File: src/rtl/data_mem_arbiter_if.sv
// Requester-side bus of the data memory arbiter: two ports (0 = CPU,
// 1 = loader/DMA) packed per port, plus the shared response channel.
interface data_mem_arbiter_if #(
    parameter int ADDRESS_WIDTH = 32,
    parameter int DATA_WIDTH    = 32
);
    logic [1:0]                    req;
    logic [1:0]                    lock;
    logic [1:0]                    we;
    logic [1:0]                    byte_op;
    logic [1:0][ADDRESS_WIDTH-1:0] addr;
    logic [1:0][DATA_WIDTH-1:0]    wdata;
    logic [1:0]                    gnt;
    logic [1:0]                    rvalid;
    logic [1:0]                    err;
    logic [DATA_WIDTH-1:0]         rdata;

    // requesters drive commands and observe grant/response
    modport master (
        output req, lock, we, byte_op, addr, wdata,
        input  gnt, rvalid, err, rdata
    );

    // the arbiter consumes commands and produces grant/response
    modport slave (
        input  req, lock, we, byte_op, addr, wdata,
        output gnt, rvalid, err, rdata
    );
endinterface

File: src/rtl/data_mem_arbiter.sv
// Two-port data memory arbiter with burst lock and burst-length limit.
// Pipeline: grant (N, combinational) -> command register drives memory (N+1)
// -> response register returns rvalid/rdata/err (N+2).
// Build option: define DMEM_ARB_RR_EN for round-robin tie breaking;
// otherwise port 0 wins every tie. Lock/burst behaviour is the same in both.
module data_mem_arbiter #(
    parameter int ADDRESS_WIDTH = 32,
    parameter int DATA_WIDTH    = 32,
    parameter int BURST_MAX     = 4
) (
    input  logic                     clk,
    input  logic                     rst_n,
    data_mem_arbiter_if.slave        bus,
    output logic                     mem_we,
    output logic                     mem_byte_op,
    output logic [ADDRESS_WIDTH-1:0] mem_addr,
    output logic [DATA_WIDTH-1:0]    mem_wdata,
    input  logic [DATA_WIDTH-1:0]    mem_rdata
);
    localparam int CW = (BURST_MAX < 4) ? 2 : $clog2(BURST_MAX + 1);
    localparam logic [CW-1:0] BURST_LIM = CW'(BURST_MAX);

    typedef enum logic {
        ARB_OPEN   = 1'b0,
        ARB_LOCKED = 1'b1
    } arb_state_t;

    arb_state_t    state, state_nxt;
    logic          owner, owner_nxt;     // port holding the lock
    logic [CW-1:0] burst_cnt, cnt_nxt;   // consecutive locked grants
    logic [1:0]    req_q;
    logic [1:0]    gnt_c;
    logic          take;
    logic          gport;
    logic          open_arb;
    logic          tie_winner;

    // pipeline valid bits: [0] command stage (memory cycle), [1] response stage
    logic [1:0]               vld_pipe;
    logic                     cmd_port, cmd_we, cmd_byte, cmd_mis;
    logic [ADDRESS_WIDTH-1:0] cmd_addr;
    logic [DATA_WIDTH-1:0]    cmd_wdata;
    logic                     rsp_port, rsp_err;
    logic [DATA_WIDTH-1:0]    rsp_rdata;

    // requests are masked during reset so no grant can be issued
    assign req_q = bus.req & {2{rst_n}};

`ifdef DMEM_ARB_RR_EN
    logic rr_ptr, ptr_nxt;               // port that wins the next tie

    // round-robin pointer: the port just granted loses the next tie
    always_ff @(posedge clk) begin
        if (!rst_n) rr_ptr <= 1'b0;
        else        rr_ptr <= ptr_nxt;
    end

    assign ptr_nxt    = take ? ~gport : rr_ptr;
    assign tie_winner = rr_ptr;
`else
    assign tie_winner = 1'b0;
`endif

    // arbitration state register
    always_ff @(posedge clk) begin
        if (!rst_n) begin
            state     <= ARB_OPEN;
            owner     <= 1'b0;
            burst_cnt <= '0;
        end else begin
            state     <= state_nxt;
            owner     <= owner_nxt;
            burst_cnt <= cnt_nxt;
        end
    end

    // grant selection, lock tracking and burst-limit yield
    always_comb begin
        state_nxt = state;
        owner_nxt = owner;
        cnt_nxt   = burst_cnt;
        gnt_c     = 2'b00;
        take      = 1'b0;
        gport     = 1'b0;
        open_arb  = 1'b1;

        if (state == ARB_LOCKED && req_q[owner] && bus.lock[owner]) begin
            // lock still held: owner keeps priority except for one yield slot
            open_arb = 1'b0;
            take     = 1'b1;
            if (burst_cnt >= BURST_LIM) begin
                if (req_q[~owner]) begin
                    gport   = ~owner;
                    cnt_nxt = '0;
                end else begin
                    // nobody to yield to: this grant starts a fresh count
                    gport   = owner;
                    cnt_nxt = CW'(1);
                end
            end else begin
                gport   = owner;
                cnt_nxt = burst_cnt + CW'(1);
            end
        end

        if (open_arb) begin
            // no live lock: plain arbitration, burst over
            state_nxt = ARB_OPEN;
            cnt_nxt   = '0;
            if (req_q != 2'b00) begin
                take  = 1'b1;
                gport = (req_q == 2'b11) ? tie_winner : req_q[1];
                if (bus.lock[gport]) begin
                    state_nxt = ARB_LOCKED;
                    owner_nxt = gport;
                    cnt_nxt   = CW'(1);
                end
            end
        end

        if (take) gnt_c[gport] = 1'b1;
    end

    assign bus.gnt = gnt_c;

    // command register: captures the granted request, holds it while idle
    always_ff @(posedge clk) begin
        if (!rst_n) begin
            vld_pipe[0] <= 1'b0;
            cmd_port    <= 1'b0;
            cmd_we      <= 1'b0;
            cmd_byte    <= 1'b0;
            cmd_mis     <= 1'b0;
            cmd_addr    <= '0;
            cmd_wdata   <= '0;
        end else begin
            vld_pipe[0] <= take;
            if (take) begin
                cmd_port  <= gport;
                cmd_we    <= bus.we[gport];
                cmd_byte  <= bus.byte_op[gport];
                cmd_mis   <= ~bus.byte_op[gport] & (bus.addr[gport][1:0] != 2'b00);
                cmd_addr  <= bus.addr[gport];
                cmd_wdata <= bus.wdata[gport];
            end
        end
    end

    // misaligned words never write; reset suppresses an in-flight write
    assign mem_we      = rst_n & vld_pipe[0] & cmd_we & ~cmd_mis;
    assign mem_byte_op = cmd_byte;
    assign mem_addr    = cmd_addr;
    assign mem_wdata   = cmd_wdata;

    // response register: samples memory read data, zero for writes/errors
    always_ff @(posedge clk) begin
        if (!rst_n) begin
            vld_pipe[1] <= 1'b0;
            rsp_port    <= 1'b0;
            rsp_err     <= 1'b0;
            rsp_rdata   <= '0;
        end else begin
            vld_pipe[1] <= vld_pipe[0];
            rsp_port    <= cmd_port;
            rsp_err     <= vld_pipe[0] & cmd_mis;
            if (vld_pipe[0] && !cmd_we && !cmd_mis) rsp_rdata <= mem_rdata;
            else                                    rsp_rdata <= '0;
        end
    end

    assign bus.rvalid = {2{vld_pipe[1]}} & {rsp_port, ~rsp_port};
    assign bus.err    = {2{vld_pipe[1] & rsp_err}} & {rsp_port, ~rsp_port};
    assign bus.rdata  = rsp_rdata;

endmodule
File: src/flat_wrapper.sv
// flat-port wrapper written by rule: the top's interface ports become plain ports
module data_mem_arbiter_flat 
#(
    parameter int ADDRESS_WIDTH = 32,
    parameter int DATA_WIDTH    = 32,
    parameter int BURST_MAX     = 4
)
  (clk, rst_n, mem_we, mem_byte_op, mem_addr, mem_wdata, mem_rdata, bus_req, bus_lock, bus_we, bus_byte_op, bus_addr, bus_wdata, bus_gnt, bus_rvalid, bus_err, bus_rdata);
  data_mem_arbiter_if #(.ADDRESS_WIDTH(ADDRESS_WIDTH), .DATA_WIDTH(DATA_WIDTH)) bus_i ();
  input  logic clk;
  input  logic rst_n;
  output logic mem_we;
  output logic mem_byte_op;
  output logic [ADDRESS_WIDTH-1:0] mem_addr;
  output logic [DATA_WIDTH-1:0] mem_wdata;
  input  logic [DATA_WIDTH-1:0] mem_rdata;
  input wire logic [$bits(bus_i.req)-1:0] bus_req;
  input wire logic [$bits(bus_i.lock)-1:0] bus_lock;
  input wire logic [$bits(bus_i.we)-1:0] bus_we;
  input wire logic [$bits(bus_i.byte_op)-1:0] bus_byte_op;
  input wire logic [$bits(bus_i.addr)-1:0] bus_addr;
  input wire logic [$bits(bus_i.wdata)-1:0] bus_wdata;
  output wire logic [$bits(bus_i.gnt)-1:0] bus_gnt;
  output wire logic [$bits(bus_i.rvalid)-1:0] bus_rvalid;
  output wire logic [$bits(bus_i.err)-1:0] bus_err;
  output wire logic [$bits(bus_i.rdata)-1:0] bus_rdata;
  assign bus_i.req = bus_req;
  assign bus_i.lock = bus_lock;
  assign bus_i.we = bus_we;
  assign bus_i.byte_op = bus_byte_op;
  assign bus_i.addr = bus_addr;
  assign bus_i.wdata = bus_wdata;
  assign bus_gnt = bus_i.gnt;
  assign bus_rvalid = bus_i.rvalid;
  assign bus_err = bus_i.err;
  assign bus_rdata = bus_i.rdata;
  data_mem_arbiter #(.ADDRESS_WIDTH(ADDRESS_WIDTH), .DATA_WIDTH(DATA_WIDTH), .BURST_MAX(BURST_MAX)) u_core (.clk(clk), .rst_n(rst_n), .bus(bus_i), .mem_we(mem_we), .mem_byte_op(mem_byte_op), .mem_addr(mem_addr), .mem_wdata(mem_wdata), .mem_rdata(mem_rdata));
endmodule
File: config.mk
export PLATFORM = sky130hd
export DESIGN_NAME = data_mem_arbiter_flat
export DESIGN_NICKNAME = d
export VERILOG_FILES = /design/src/rtl/data_mem_arbiter_if.sv /design/src/rtl/data_mem_arbiter.sv /design/src/flat_wrapper.sv
export SDC_FILE = /design/constraint.sdc
export NUM_CORES = 1
export LEC_CHECK = 0
export CAP_MARGIN = 20
export CORE_AREA = 5 5 132 134
export DETAILED_ROUTE_END_ITERATION = 8
export DIE_AREA = 0 0 137 139
export GPL_TIMING_DRIVEN = 0
export REMOVE_ABC_BUFFERS = 1
export SYNTH_ARGS = -nofsm -noshare
export SYNTH_HDL_FRONTEND = slang
export SYNTH_SLANG_ARGS = --single-unit
File: constraint.sdc
create_clock -name clk -period 1.7 [get_ports clk]
set_input_delay 0.51 -clock clk [delete_from_list [all_inputs] [get_ports clk]]
set_output_delay 0.51 -clock clk [all_outputs]
set_load 0.02 [all_outputs]
==> impl_metrics.toml <==
[detailed_routing]
drc_errors = 0
first_pass_iters = 4
drt_wl_total_mm = 17.7
first_iter_violations = 203
vias = 4341
wire_per_inst_um = 18.9
vias_per_cell = 4.63
antenna_left = 0

[worst_hold_path]
worstHoldPathCells = 1
hold_class = "reg -> reg"

[logic_synthesis]
ys_types = 32
synthesis.instances = 419
synthArstFlopShare_pct = 0
synthFlopType = "dfxtp_1"
postSynthRegisterBits = 109
ys_seq_area_share_pct = 55.8
syn_area_mm2 = 0.00391
avgSynthCellArea_um2 = 9.34
synth-warning-count = 0
synth-edff-count = 0

[timing]
skew_ns = 0.0109
rsz0062_at_grt = "yes"
relSlewSlack_pct = 55.1
fmax_mhz = 431
maxSlewViolCount = 0
setup_viol = 69
worst_pin_slew_ns = 0.670
fin_ws_ns = -0.622
hold_viol = 0
period_needed_ns = 2.32
hold_ws_ns = 0.453
fin_crit_sh_pct = 137

[cts]
clk_path_buf_depth = 2
cts_buffers = 9
cts.sinks = 109
cts_tree = "yes"
root_buffer = "clkbuf_16"
clk_pin_slew_ns = 0.07
holdBufCountCts = 0
h-tree-depth = 3
clk_latency_ns = 0.35

[die]
die_area_mm2 = 0.0190
dieWidth_um = 137
die_h_um = 139
core_area_mm2 = 0.0162
initial_core_util_pct = 24.2
pin_count = 274
rows = 47

[critical_path]
worstSetupEndpointType = "primary output"
arrival_ns = 1.81
reg2reg_depth = 10
path_buf_inv = 5
slowest_delay_ns = 0.32
crit_type = "in -> out"
crit_path_max_fanout = 4
cp.depth = 8
crit_family = "buffers and inverters"
crit_path_start_kind = "primary input"
crit_top_cell = "buf_6"
crit_slowest_cell = "o31ai_4"
path_cells = "clkdlybuf4s15_2, and4b_1, o31ai_4, buf_6, inv_16, buf_16, nor2_4, buf_6"
cp.required_ns = 1.19

[finish]
layout_common_cells = "164 x clkdlybuf4s50_1, 107 x dfxtp_1, 98 x dlygate4sd2_1, 69 x nand2_1, 64 x nand3_1"
instances_no_fill = 938
drive_gt1_share_pct = 19.6
fin_area_mm2 = 0.00800
layout_commonest_cell = "clkdlybuf4s50_1"
area_growth_syn_to_layout_pct = 104
n_antenna_cell = 0
fin_nets = 885

[global_routing]
globalRouteOverflowTotal = 0
antenna_found_initial = 0
grt_max_degree = 40
grt_pass1_vias = 4618
grtUsageTotal_pct = 17.6
grt_pass1_wl_mm = 26.1

[job]
maxCapViolCount = 0

[placed_design]
post-dp-hpwl_mm = 11.4
io_buffers = 273
place_area_mm2 = 0.00692
place_ws_ns = -2.40
gp_congestion = 0.722
placedCellCount = 889

[pwr]
powerDensity_mw_per_mm2 = 820
total_leakage_power_nw = 3.59
vdd_drop_max_mv = 0.642

[status]
violations = "negative setup slack"
run_status = "finished, violations left"
-- flip-flops by register name, summed over array words and instances (netlist names) --
signal	count
u_core.bus.rdata	32
u_core.cmd_we	1
u_core.state	1
u_core.rsp_port	1
u_core.mem_addr	32
u_core.mem_wdata	32
u_core.mem_byte_op	1
u_core.burst_cnt	3
u_core.rsp_err	1
u_core.cmd_port	1
u_core.owner	1
u_core.cmd_mis	1
u_core.vld_pipe	2
-- path summary, 6_finish.rpt --
| check | from | end | slack [ns] |
|---|---|---|---|
| hold reg to reg | u_core.cmd_port | u_core.rsp_port | 0.45 |
| setup reg to reg | u_core.owner | u_core.mem_addr[4] | -0.33 |
| hold / removal | u_core.cmd_port | u_core.rsp_port | 0.45 |
| setup / recovery | bus_lock[0] | bus_gnt[0] | -0.62 |
-- layer usage --
metal | track usage [%] | part of all wire, %
met1 | 20.3 | 39
met2 | 29.5 | 49
met3 | 6.35 | 9.0
met4 | 7.09 | 2.7
met5 | 0 | 0
-- power breakdown --
group          internal [W]  switching [W]  leakage, nW
clock               0.00134       0.000995        0.159
sequential          0.00273       0.000107        0.902
combinational      0.000736       0.000645         2.53
total               0.00481        0.00175         3.59
-- metrics by stage --
| stage | util, % | power (W) | setup TNS (ns) |
|---|---|---|---|
| 6_report | 49.4 | 0.00655 | -14.10 |
| 5_1_grt | 49.4 | 0.00684 | -18.91 |
| 4_1_cts | 48.1 | 0.00659 | -12.64 |
| 3_5_place_dp | 42.8 | 0.00418 | -130.86 |
| 3_3_place_gp | 42.0 | 0.00413 | -345.71 |
| 2_1_floorplan | - | 0.00331 | -125.05 |
-- cell type report --
type                            count  area (um2)
Clock buffer                       10         239
Clock inverter                      6        93.8
Fill cell                        1507        8180
Inverter                            7        45.0
Multi-Input combinational cell    274        1930
Sequential cell                   109        2190
Tap cell                          220         275
Timing Repair Buffer              309        3190
Timing Repair inverter              3        33.8
-- cells in the mapped netlist, types with 4 or more instances --
library cell	count	area (um2)
inv_1	5	18.8
nand2_1	71	267
and4b_1	4	40.0
and2_1	35	219
a22oi_1	63	473
dfxtp_1	109	2180
nor2_1	6	22.5
buf_2	7	35.0
nand3_1	64	320
clkbuf_1	19	71.3
-- kinds of logic after synthesis --
kind of cell               Yosys count  synth area share (%)
and+or+nand+nor                    192                  24.1
DFF                                109                  55.8
AOI/OAI and AO/OA                   78                  15.2
buffers and inverters               37                  4.06
adders and majority gates            2                 0.639
muxes                                1                 0.256
-- repair_timing --
item	in CTS	in global routing
pin swaps	82	33
buffers inserted	15	8
endpoints found under the setup margin	207	75
gates cloned	9	4
resized for setup	211	44
hold endpoints to repair	0	0
No activity file was read; power rests on OpenSTA's default activity.
